==> config.mk <==
export PLATFORM = sky130hd
export DESIGN_NAME = fetch_decode_sequencer
export DESIGN_NICKNAME = d
export VERILOG_FILES = /design/src/rtl/mano_pkg.sv /design/src/rtl/timing_decoder.sv /design/src/rtl/fetch_decode_sequencer.sv
export SDC_FILE = /design/constraint.sdc
export NUM_CORES = 1
export LEC_CHECK = 0
export BUFFER_PORTS_ARGS = -buffer_cell sky130_fd_sc_hd__buf_2
export CORE_MARGIN = 2
export CORE_UTILIZATION = 38
export DETAILED_ROUTE_END_ITERATION = 6
export GPL_ROUTABILITY_DRIVEN = 0
export PLACE_DENSITY = 0.73
export SLEW_MARGIN = 0
export SYNTH_ARGS = -nofsm -noshare
export SYNTH_HDL_FRONTEND = slang
export SYNTH_SLANG_ARGS = --single-unit
==> constraint.sdc <==
create_clock -name clock -period 1.5 [get_ports clock]
set_input_delay 0.3 -clock clock [delete_from_list [all_inputs] [get_ports clock]]
set_output_delay 0.3 -clock clock [all_outputs]
set_load 0.005 [all_outputs]
==> src/rtl/mano_pkg.sv <==
// mano_pkg: shared bus codes and instruction field positions for the basic computer
package mano_pkg;
    typedef enum logic [2:0] {
        NONE   = 3'd0,
        AR     = 3'd1,
        PC     = 3'd2,
        DR     = 3'd3,
        AC     = 3'd4,
        IR     = 3'd5,
        TR     = 3'd6,
        MEMORY = 3'd7
    } bus_select_t;
    localparam int OPCODE_MSB   = 14;
    localparam int OPCODE_LSB   = 12;
    localparam int INDIRECT_BIT = 15;
    localparam int T_FETCH_AR   = 0;
    localparam int T_FETCH_IR   = 1;
    localparam int T_DECODE     = 2;
endpackage

==> src/rtl/timing_decoder.sv <==
// timing_decoder: one-hot decode of the sequence counter, gated by an enable
module timing_decoder #(
    parameter int SC_BITS = 4
) (
    input  logic [SC_BITS-1:0]      sc,
    input  logic                    enable,
    output logic [2**SC_BITS-1:0]   timing
);
    localparam int N = 2**SC_BITS;
    // all zeros while stopped, otherwise exactly one bit set
    always_comb timing = enable ? (N'(1) << sc) : '0;
endmodule

==> src/rtl/fetch_decode_sequencer.sv <==
// fetch_decode_sequencer: start/stop flag, sequence counter, timing signals, fetch strobes and opcode latch
module fetch_decode_sequencer
    import mano_pkg::*;
#(
    parameter int WORD_BITS = 16,
    parameter int SC_BITS   = 4
) (
    input  logic                    clock,
    input  logic                    reset_n,
    input  logic                    start_in,
    input  logic                    halt_in,
    input  logic                    sc_clear_in,
    input  logic [WORD_BITS-1:0]    ir_in,
    output logic                    running_out,
    output logic [SC_BITS-1:0]      sc_out,
    output logic [2**SC_BITS-1:0]   timing_out,
    output logic [2:0]              bus_select_out,
    output logic                    memory_read_out,
    output logic                    ar_load_out,
    output logic                    pc_increment_out,
    output logic                    ir_load_out,
    output logic [7:0]              decode_out,
    output logic                    indirect_out
);
    logic                   running;
    logic [SC_BITS-1:0]     sc;
    logic [2**SC_BITS-1:0]  timing;
    bus_select_t            bus;
    logic                   unused_ir;

    assign unused_ir = ^ir_in;

    timing_decoder #(.SC_BITS(SC_BITS)) u_timing (
        .sc     (sc),
        .enable (running),
        .timing (timing)
    );

    // S flag: halt wins over start, otherwise hold
    always_ff @(posedge clock or negedge reset_n)
        if (!reset_n) running <= 1'b0;
        else if (halt_in) running <= 1'b0;
        else if (start_in) running <= 1'b1;

    // sequence counter: clear beats count, counts only while running, wraps naturally
    always_ff @(posedge clock or negedge reset_n)
        if (!reset_n) sc <= '0;
        else if (halt_in || sc_clear_in) sc <= '0;
        else if (running) sc <= sc + 1'b1;

    // opcode/indirect latch loads at the end of T2 even if the counter is being cleared
    always_ff @(posedge clock or negedge reset_n)
        if (!reset_n) begin
            decode_out   <= 8'h00;
            indirect_out <= 1'b0;
        end else if (timing[T_DECODE]) begin
            decode_out   <= 8'h01 << ir_in[OPCODE_MSB:OPCODE_LSB];
            indirect_out <= ir_in[INDIRECT_BIT];
        end

    // fetch micro-operations: AR<-PC at T0, IR<-M[AR] and PC++ at T1, AR<-IR at T2
    always_comb bus = timing[T_FETCH_AR] ? PC : timing[T_FETCH_IR] ? MEMORY : timing[T_DECODE] ? IR : NONE;

    assign running_out      = running;
    assign sc_out           = sc;
    assign timing_out       = timing;
    assign bus_select_out   = bus;
    assign ar_load_out      = timing[T_FETCH_AR] | timing[T_DECODE];
    assign memory_read_out  = timing[T_FETCH_IR];
    assign ir_load_out      = timing[T_FETCH_IR];
    assign pc_increment_out = timing[T_FETCH_IR];
endmodule

==> impl_metrics.toml, run 1 <==
[pwr]
p_per_area_mw_per_mm2 = 560.8
internal_power_w = 0.0006111
p_total_w = 0.0007992
clkPwrFrac = 0.332
net-switching-power_w = 0.0001880
swShare = 0.2353
p_comb_frac = 0.166
leakage_nw = 0.7555
vdd.ir_drop.worst_mv = 0.4752
pwr-share-seq = 0.502

[setup_path]
worst-path-stages = 5
crit_chain = "inv_2 -> ha_4 -> and4bb_4 -> o21ba_4 -> buf_6"
crit_path_end = "bus_select_out[2]"
startpoint_type = "flop"
slowest_delay_ps = 450
timing.rr.start = "sc_out[0]$_DFFE_PN0P_"
path_buf_inv = 2
cp_slowest_cell = "dfrtp_2"
path_max_fanout = 4
worstSetupPathType = "reg2out"
end_kind = "output port"
startpoint = "sc_out[0]$_DFFE_PN0P_"
r2r_cells = 7
ff2ff_setup_slack_ps = -180
r2r-end = "indirect_out$_DFFE_PN0P_"
crit_arrival_ps = 1510
cp_data_required_time_ps = 1200
cp_top_family = "flip-flops"

[yosys]
synth_simple_gate_area_frac = 0.2834
yosys_warnings = 0
ys_types = 25
syn_avg_cell_area_sq_um = 10.73
synthXorXnorAreaFrac = 0.009272
synth_cells = 88
synth_seq_area_share = 0.3709
syn_area_sq_um = 944.7
ys_top_cells_by_area = "dfrtp_1 37%, mux2_4 11%, ha_1 7.9%, nor3b_1 6.4%, and3b_1 3.7%"
synth_top_area_frac = 0.3709
yosys_register_bits = 14
yosysTopAreaCell = "dfrtp_1"
synth.area.mux_share = 0.1576
synth_compound_area_frac = 0.01854
synth_fp_nets = 115
post_synth_fa_ha_maj_area_fraction = 0.07947
synth_top_family_by_area = "simple AND/OR/NAND/NOR gates"

[drt]
num_vias = 860
drt-initial-drc-count = 4
postRouteAntennaNets = 0
wire_per_inst_um = 11.98
wirelength_um = 2109
drc = 0
via_per_inst = 4.886
first_pass_iters = 4

[clocking]
h-tree-depth = 1
cts_buffer_depth = 2
clk_pin_slew_ps = 90
cts_tree = "yes"
clock-sinks = 14
cts_root_buf = "clkbuf_4"
worstSkewPairLatency_ps = 270
cts_made_buffers = 3

[global_routing]
antenna_found_initial = 0
overflow = 0
grt_pass1_wl_um = 3243
grt_max_degree = 15
grtUsageTotal = 0.1537
grt_pass1_vias = 771

[sta]
maxSlewViolCount = 0
fin_skew_ps = 4.669
post-route-min-period_ps = 1807
max-slew-margin-rel = 0.7899
period_share = 1.205
hold_slack_ps = 243.6
setup_slack_ps = -306.8
setup_viol = 32
tightest_slew_ps = 315.2
max_freq_mhz = 553.5
rsz0062_at_grt = "true"
hold_viol_final = 0

[finish]
drive_gt1_frac = 0.6438
fin_nets = 174
fillCellCount = 204
regArea_sq_um = 352.8
mostFrequentLayoutCell = "buf_2"
multi_input_area_sq_um = 591.8
design_area_sq_mm = 0.001425
diodes = 0
area_delta_synth_final_pct = 50.86
final_cell_mix = "43 x buf_2, 12 x dfrtp_1, 12 x buf_4"
fin_cells = 176

[job]
maxCapViolCount = 0

[die]
rows = 18
ios = 58
die_area_sq_mm = 0.002901
die_h_um = 53.86
initial_core_util = 0.3920
die_x_um = 53.86
core_area_sq_mm = 0.002410

[place]
port_buffers = 45
placed_cell_area_sq_mm = 0.001261
placement.setup.worst_slack_ps = -30.03
post-dp-hpwl_um = 1598
post-place-cells = 168

[worst_hold_path]
hp-class = "in2reg"

[status]
outcome = "complete, but fails checks"
violations = "setup timing"
[flip-flops by register name, summed over array words and instances, names as in the netlist]
register and cells:
decode_out 8, sc_out 4, indirect_out 1, running_out 1
[routing by layer]
layer / part of all wire / track usage
met2: 0.54 / 0.3069
met5: 0 / 0
met4: 0 / 0.03846
met3: 0.066 / 0.02500
met1: 0.39 / 0.1629
[power groups by stage]
stage	clock, W	sequential, W	combinational (W)
after floorplan	0	0.000410	0.0000571
after global placement	0	0.000407	0.000122
after detailed placement	0	0.000407	0.000126
after CTS	0.000277	0.000400	0.000131
after global routing	0.000294	0.000403	0.000148
final	0.000265	0.000401	0.000133
[cells by family (layout without fill, tap and decap cells)]
logic type | after synthesis | in the layout
XOR/XNOR | 1 | 1
AND/OR/NAND/NOR | 43 | 43
flip-flops | 14 | 14
AO/OA/AOI/OAI | 2 | 2
adder cells (fa/ha/maj) | 6 | 6
multiplexers | 11 | 11
buffers and inverters | 11 | 69
[cells in the mapped netlist]
cell type / count
a211oi_1: 1
and3_1: 3
and3b_1: 4
and4bb_2: 2
and4bb_4: 1
buf_2: 1
buf_4: 4
buf_6: 1
buf_8: 1
clkbuf_1: 1
dfrtp_1: 14
ha_1: 6
inv_1: 3
mux2_2: 3
mux2_4: 7
mux2i_1: 1
nand2_1: 6
nand2b_1: 3
nand4_1: 1
nor2_1: 9
nor3_1: 5
nor3b_1: 8
o21ba_2: 1
or2_1: 1
xnor2_1: 1
[worst min-delay path by stage]
| stage | start | endpoint | cells past startpoint |
|---|---|---|---|
| floorplan | reset_n | decode_out[0]$_DFFE_PN0P_ | 0 |
| finish | sc_clear_in | sc_out[0]$_DFFE_PN0P_ | 2 |
| global route | sc_clear_in | sc_out[2]$_DFFE_PN0P_ | 2 |
| CTS | sc_clear_in | sc_out[2]$_DFFE_PN0P_ | 2 |
| detailed placement | reset_n | decode_out[0]$_DFFE_PN0P_ | 1 |
| global placement | reset_n | decode_out[4]$_DFFE_PN0P_ | 1 |
[metrics by stage]
step	util	setup TNS, ps
after global placement	0.5234	-47.07
after floorplan	-	-340.1
final	0.5914	-5749
after detailed placement	0.5234	-249.1
after CTS	0.5722	-5213
after global routing	0.5914	-8018
[area by class of cell]
cell class | count | area share
multi-input combinational | 63 | 0.4153
timing repair buffer | 62 | 0.2774
sequential | 14 | 0.2476
tap | 30 | 0.02634
clock buffer | 4 | 0.02546
inverter | 3 | 0.007902
[what timing repair did]
item | CTS | global route
hold buffers | 1 | 0
setup buffers | 2 | 1
gates resized for setup | 16 | 7
setup endpoints to repair | 30 | 32
pin swaps | 1 | 3
hold endpoints to repair | 14 | 0
Power figures use the tool's default switching activity.
==> run 2, diff against run 1 <==
--- a/config.mk
+++ b/config.mk
@@ -6,11 +6,14 @@
 export NUM_CORES = 1
 export LEC_CHECK = 0
 export BUFFER_PORTS_ARGS = -buffer_cell sky130_fd_sc_hd__buf_2
+export CELL_PAD_IN_SITES_DETAIL_PLACEMENT = 2
+export CELL_PAD_IN_SITES_GLOBAL_PLACEMENT = 2
 export CORE_MARGIN = 2
-export CORE_UTILIZATION = 38
+export CORE_UTILIZATION = 21
 export DETAILED_ROUTE_END_ITERATION = 6
 export GPL_ROUTABILITY_DRIVEN = 0
-export PLACE_DENSITY = 0.73
+export GPL_TIMING_DRIVEN = 0
+export PLACE_DENSITY = 0.72
 export SLEW_MARGIN = 0
 export SYNTH_ARGS = -nofsm -noshare
 export SYNTH_HDL_FRONTEND = slang
==> impl_metrics.toml, run 2 (synthesis results as in run 1) <==
[finish]
fin_nets = 181
fin_cells = 205
drive_gt1_frac = 0.7320
mostFrequentLayoutCell = "buf_2"
largest-register = "decode_out"
diodes = 0
area_delta_synth_final_pct = 72.45
largest_reg_flops = 8
final_cell_mix = "43 x buf_2, 11 x buf_6, 11 x buf_4"
fillCellCount = 480

[sta]
tns_ps = -7246
setup_viol = 34
rsz0062_at_grt = "true"
fin_skew_ps = 0.7780
max_freq_mhz = 524.6
hold_viol_final = 0
max-slew-margin-rel = 0.7729
period_share = 1.271
maxSlewViolCount = 0
post-route-min-period_ps = 1906
tightest_slew_ps = 340.6
setup_slack_ps = -406.4

[global_routing]
grt_max_degree = 15
grtUsageTotal = 0.1182
antenna_found_initial = 0
overflow = 0
grt_pass1_wl_um = 4878
grt_pass1_vias = 1014

[pwr]
leakage_nw = 0.8329
p_per_area_mw_per_mm2 = 566.6
vdd.ir_drop.worst_mv = 0.2510

[drt]
wire_per_inst_um = 14.84
postRouteAntennaNets = 0
wirelength_um = 3043
via_per_inst = 4.493
num_vias = 921
first_pass_iters = 2
drc = 0
drt-initial-drc-count = 10

[die]
rows = 24
ios = 58
die_x_um = 71.07
core_area_sq_mm = 0.004354
die_area_sq_mm = 0.005051
initial_core_util = 0.2170
die_h_um = 71.07

[setup_path]
slowest_delay_ps = 430
path_max_fanout = 4
worstSetupPathType = "reg2out"
critPathMostFrequentCell = "buf_6"
startpoint_type = "flop"
crit_chain = "inv_4 -> ha_4 -> and4bb_4 -> buf_12 -> o21ba_4 -> buf_6 -> buf_6"
end_kind = "output port"
cp_slowest_cell = "dfrtp_2"
cp_data_required_time_ps = 1200
crit_arrival_ps = 1610

[clocking]
cts_tree = "yes"
h-tree-depth = 1
clock-sinks = 14
cts_buffer_depth = 2
cts_made_buffers = 3
worstSkewPairLatency_ps = 240
clk_pin_slew_ps = 60
cts_root_buf = "clkbuf_8"

[worst_hold_path]
hp-class = "in2reg"

[status]
outcome = "complete, but fails checks"
violations = "setup timing"

[place]
post-place-cells = 185
placement.setup.worst_slack_ps = -340.0
post-dp-hpwl_um = 2119
port_buffers = 45

[job]
maxCapViolCount = 0
## run 2: area by class of cell
cell class | instances | area, sq um | area share
plain buffers | 8 | 87.58 | 0.05376
well taps | 52 | 65.06 | 0.03994
multi-input cells | 63 | 650.6 | 0.3994
repair buffers | 61 | 399.1 | 0.2450
clock buffers | 4 | 55.05 | 0.03379
flip-flops and latches | 14 | 355.3 | 0.2181
inverters | 3 | 16.27 | 0.009985
## run 2: worst paths after layout
check	slack [ps]	endpoint	start	depth (start not counted)
setup / recovery	-410	bus_select_out[2]	sc_out[0]$_DFFE_PN0P_	7
hold / removal	280	running_out$_DFFE_PN0P_	start_in	3
setup reg to reg	-270	decode_out[7]$_DFFE_PN0P_	sc_out[0]$_DFFE_PN0P_	8
hold reg to reg	510	indirect_out$_DFFE_PN0P_	indirect_out$_DFFE_PN0P_	1
max in group asynchronous	730	sc_out[1]$_DFFE_PN0P_	reset_n	2
min in group asynchronous	500	decode_out[6]$_DFFE_PN0P_	reset_n	2
## run 2: per-layer routing
| layer | routed length (um) | vias up | GRT usage |
|---|---|---|---|
| met5 | 0 | - | 0 |
| met4 | 0 | 0 | 0.01258 |
| met3 | 158 | 0 | 0.02279 |
| met2 | 1633 | 33 | 0.2108 |
| met1 | 1251 | 460 | 0.1533 |
| li1 | - | 428 | - |
## run 2: timing repair
item / in CTS / in global routing
setup endpoints to repair: 32 / 33
hold buffers: 1 / 0
pin swaps: 4 / 5
resized for setup: 27 / 28
endpoints found under the hold margin: 14 / 0
setup buffers: 11 / 5
## run 2: stage by stage
| step | area, sq um | utilization | total power (W) | hold WS (ps) |
|---|---|---|---|---|
| 5_1_grt | 1629 | 0.3741 | 0.0009753 | 291.9 |
| 2_1_floorplan | 957.2 | - | 0.0004670 | 4.409 |
| 3_5_place_dp | 1247 | 0.2865 | 0.0005335 | 228.0 |
| 6_report | 1629 | 0.3741 | 0.0009230 | 280.1 |
| 4_1_cts | 1493 | 0.3428 | 0.0009245 | 278.2 |
| 3_3_place_gp | 1247 | 0.2865 | 0.0005272 | 208.3 |
## run 2: critical path: cells and delay by family (launching register included)
family          cells  cell delay, ps
compound gates      1             190
simple gates        1             200
fa+ha+maj           1             160
flops               1             430
buf+inv             4             390
## run 2: power breakdown
part / total, W / switching, W / internal, W / leakage [nW]
logic: 0.000159 / 0.0000725 / 0.0000862 / 0.618
clock network: 0.000358 / 0.000126 / 0.000232 / 0.0288
registers: 0.000406 / 0.0000139 / 0.000392 / 0.187
total: 0.000923 / 0.000213 / 0.000710 / 0.833
==> run 3, diff against run 2 <==
--- a/config.mk
+++ b/config.mk
@@ -9,11 +9,11 @@
 export CELL_PAD_IN_SITES_DETAIL_PLACEMENT = 2
 export CELL_PAD_IN_SITES_GLOBAL_PLACEMENT = 2
 export CORE_MARGIN = 2
-export CORE_UTILIZATION = 21
+export CORE_UTILIZATION = 24
 export DETAILED_ROUTE_END_ITERATION = 6
 export GPL_ROUTABILITY_DRIVEN = 0
 export GPL_TIMING_DRIVEN = 0
-export PLACE_DENSITY = 0.72
+export PLACE_DENSITY = 0.77
 export SLEW_MARGIN = 0
 export SYNTH_ARGS = -nofsm -noshare
 export SYNTH_HDL_FRONTEND = slang
==> constraint.sdc (replaced) <==
create_clock -name clock -period 1.9 [get_ports clock]
set_input_delay 0.38 -clock clock [delete_from_list [all_inputs] [get_ports clock]]
set_output_delay 0.38 -clock clock [all_outputs]
set_load 0.005 [all_outputs]
==> impl_metrics.toml, run 3 (synthesis results as in run 1) <==
[status]
outcome = "complete, but fails checks"
violations = "setup timing"

[setup_path]
path_buf_inv = 3
critPathMostFrequentCell = "buf_6"
cp_data_required_time_ps = 1520
path_max_fanout = 3
ff2ff_setup_slack_ps = 310
cp_slowest_cell = "dfrtp_2"
timing.rr.start = "sc_out[0]$_DFFE_PN0P_"
cp_top_family = "flip-flops"
r2r-end = "decode_out[2]$_DFFE_PN0P_"
startpoint_type = "flop"
r2r_cells = 6
end_kind = "output port"
slowest_delay_ps = 410
worstSetupPathType = "reg2out"
worst-path-stages = 6
crit_chain = "inv_4 -> ha_4 -> and4bb_2 -> o21ba_4 -> buf_6 -> buf_6"
crit_arrival_ps = 1550

[drt]
wire_per_inst_um = 15.01
first_pass_iters = 2
postRouteAntennaNets = 0
drc = 0
wirelength_um = 2927
num_vias = 871
via_per_inst = 4.467
drt-initial-drc-count = 7

[sta]
hold_slack_ps = 27.63
max_freq_mhz = 517.2
hold_viol_final = 0
tightest_slew_ps = 322.4
period_share = 1.018
tns_ps = -88.17
setup_slack_ps = -33.44
setup_viol = 4
post-route-min-period_ps = 1933
max-slew-margin-rel = 0.7850
rsz0062_at_grt = "true"
fin_skew_ps = 2.848
maxSlewViolCount = 0

[finish]
drive_gt1_frac = 0.6190
fin_nets = 175
largest_reg_flops = 8
area_delta_synth_final_pct = 50.33
final_cell_mix = "45 x buf_2, 14 x buf_4, 10 x dfrtp_1"
mostFrequentLayoutCell = "buf_2"
largest-register = "decode_out"
diodes = 0
fin_cells = 195

[clocking]
cts_tree = "yes"
cts_root_buf = "clkbuf_8"
clk_pin_slew_ps = 60
worstSkewPairLatency_ps = 240
cts_buffer_depth = 2
h-tree-depth = 1
clock-sinks = 14
cts_made_buffers = 3
postCtsHoldBufs = 0

[die]
initial_core_util = 0.2542
rows = 22
ios = 58
die_h_um = 66.74
die_x_um = 66.74
core_area_sq_mm = 0.003716
die_area_sq_mm = 0.004454

[global_routing]
antenna_found_initial = 0
overflow = 0
grt_max_degree = 15
grt_pass1_wl_um = 4581
grt_pass1_vias = 957
grtUsageTotal = 0.1336

[pwr]
p_total_w = 0.0007136
leakage_nw = 0.7609
p_per_area_mw_per_mm2 = 502.5
vdd.ir_drop.worst_mv = 0.3958

[worst_hold_path]
hp-class = "in2async"

[place]
port_buffers = 45
placement.setup.worst_slack_ps = -105.3
post-place-cells = 181
post-dp-hpwl_um = 2140

[job]
maxCapViolCount = 0
run 3: changes by cell type in the layout (fill, tap and decap cells not counted), moves of 2 or more:
cell     previous run  this run
buf_12              2         0
nand2_1             2         6
nor3b_1             4         8
nor3b_2             3         0
nand2_2             2         0
buf_6              11         3
buf_2              43        45
nor2_1              5         9
ha_1                0         2
nand2_4             2         0
nor2_2              3         0
buf_4              11        14
run 3: final cells by class:
cell class	count	area, sq um
Fill cell	418	2296
Tap cell	48	60.06
Sequential cell	14	355.3
Buffer	7	55.05
Clock buffer	4	55.05
Inverter	3	16.27
Timing Repair Buffer	56	314.1
Multi-Input combinational cell	63	564.3
run 3: worst max path at each step:
stage / from / to / slack (ps)
2_1_floorplan: sc_out[0]$_DFFE_PN0P_ / bus_select_out[2] / 110
3_3_place_gp: sc_out[0]$_DFFE_PN0P_ / bus_select_out[2] / -60
3_5_place_dp: sc_out[0]$_DFFE_PN0P_ / bus_select_out[2] / -110
4_1_cts: sc_out[1]$_DFFE_PN0P_ / bus_select_out[2] / -70
5_1_grt: sc_out[0]$_DFFE_PN0P_ / bus_select_out[2] / -80
6_report: sc_out[1]$_DFFE_PN0P_ / bus_select_out[2] / -30
run 3: layer usage:
metal | vias up | share of wire | GRT usage
li1 | 418 | - | -
met1 | 423 | 0.38 | 0.1451
met2 | 26 | 0.56 | 0.2688
met3 | 4 | 0.044 | 0.006757
met4 | 0 | 0.017 | 0.04592
met5 | - | 0 | 0
run 3: repair_timing:
| action | in CTS | in global routing |
|---|---|---|
| pin swaps | 2 | 4 |
| resized for setup | 16 | 4 |
| buffers inserted | 7 | 4 |
| setup endpoints to repair | 10 | 15 |
| endpoints found under the hold margin | 0 | 0 |
run 3: through the flow:
stage                     instance area [sq um]    util
after floorplan                           944.7       -
after global placement                     1230  0.3310
after detailed placement                   1230  0.3310
after CTS                                  1394  0.3751
after global routing                       1420  0.3822
final                                      1420  0.3822
run 3: report_power, final:
part | switching (W) | total, W | internal (W)
sequential | 0.0000102 | 0.000320 | 0.000310
clock | 0.000101 | 0.000284 | 0.000183
combinational | 0.0000518 | 0.000110 | 0.0000580
total | 0.000163 | 0.000714 | 0.000551
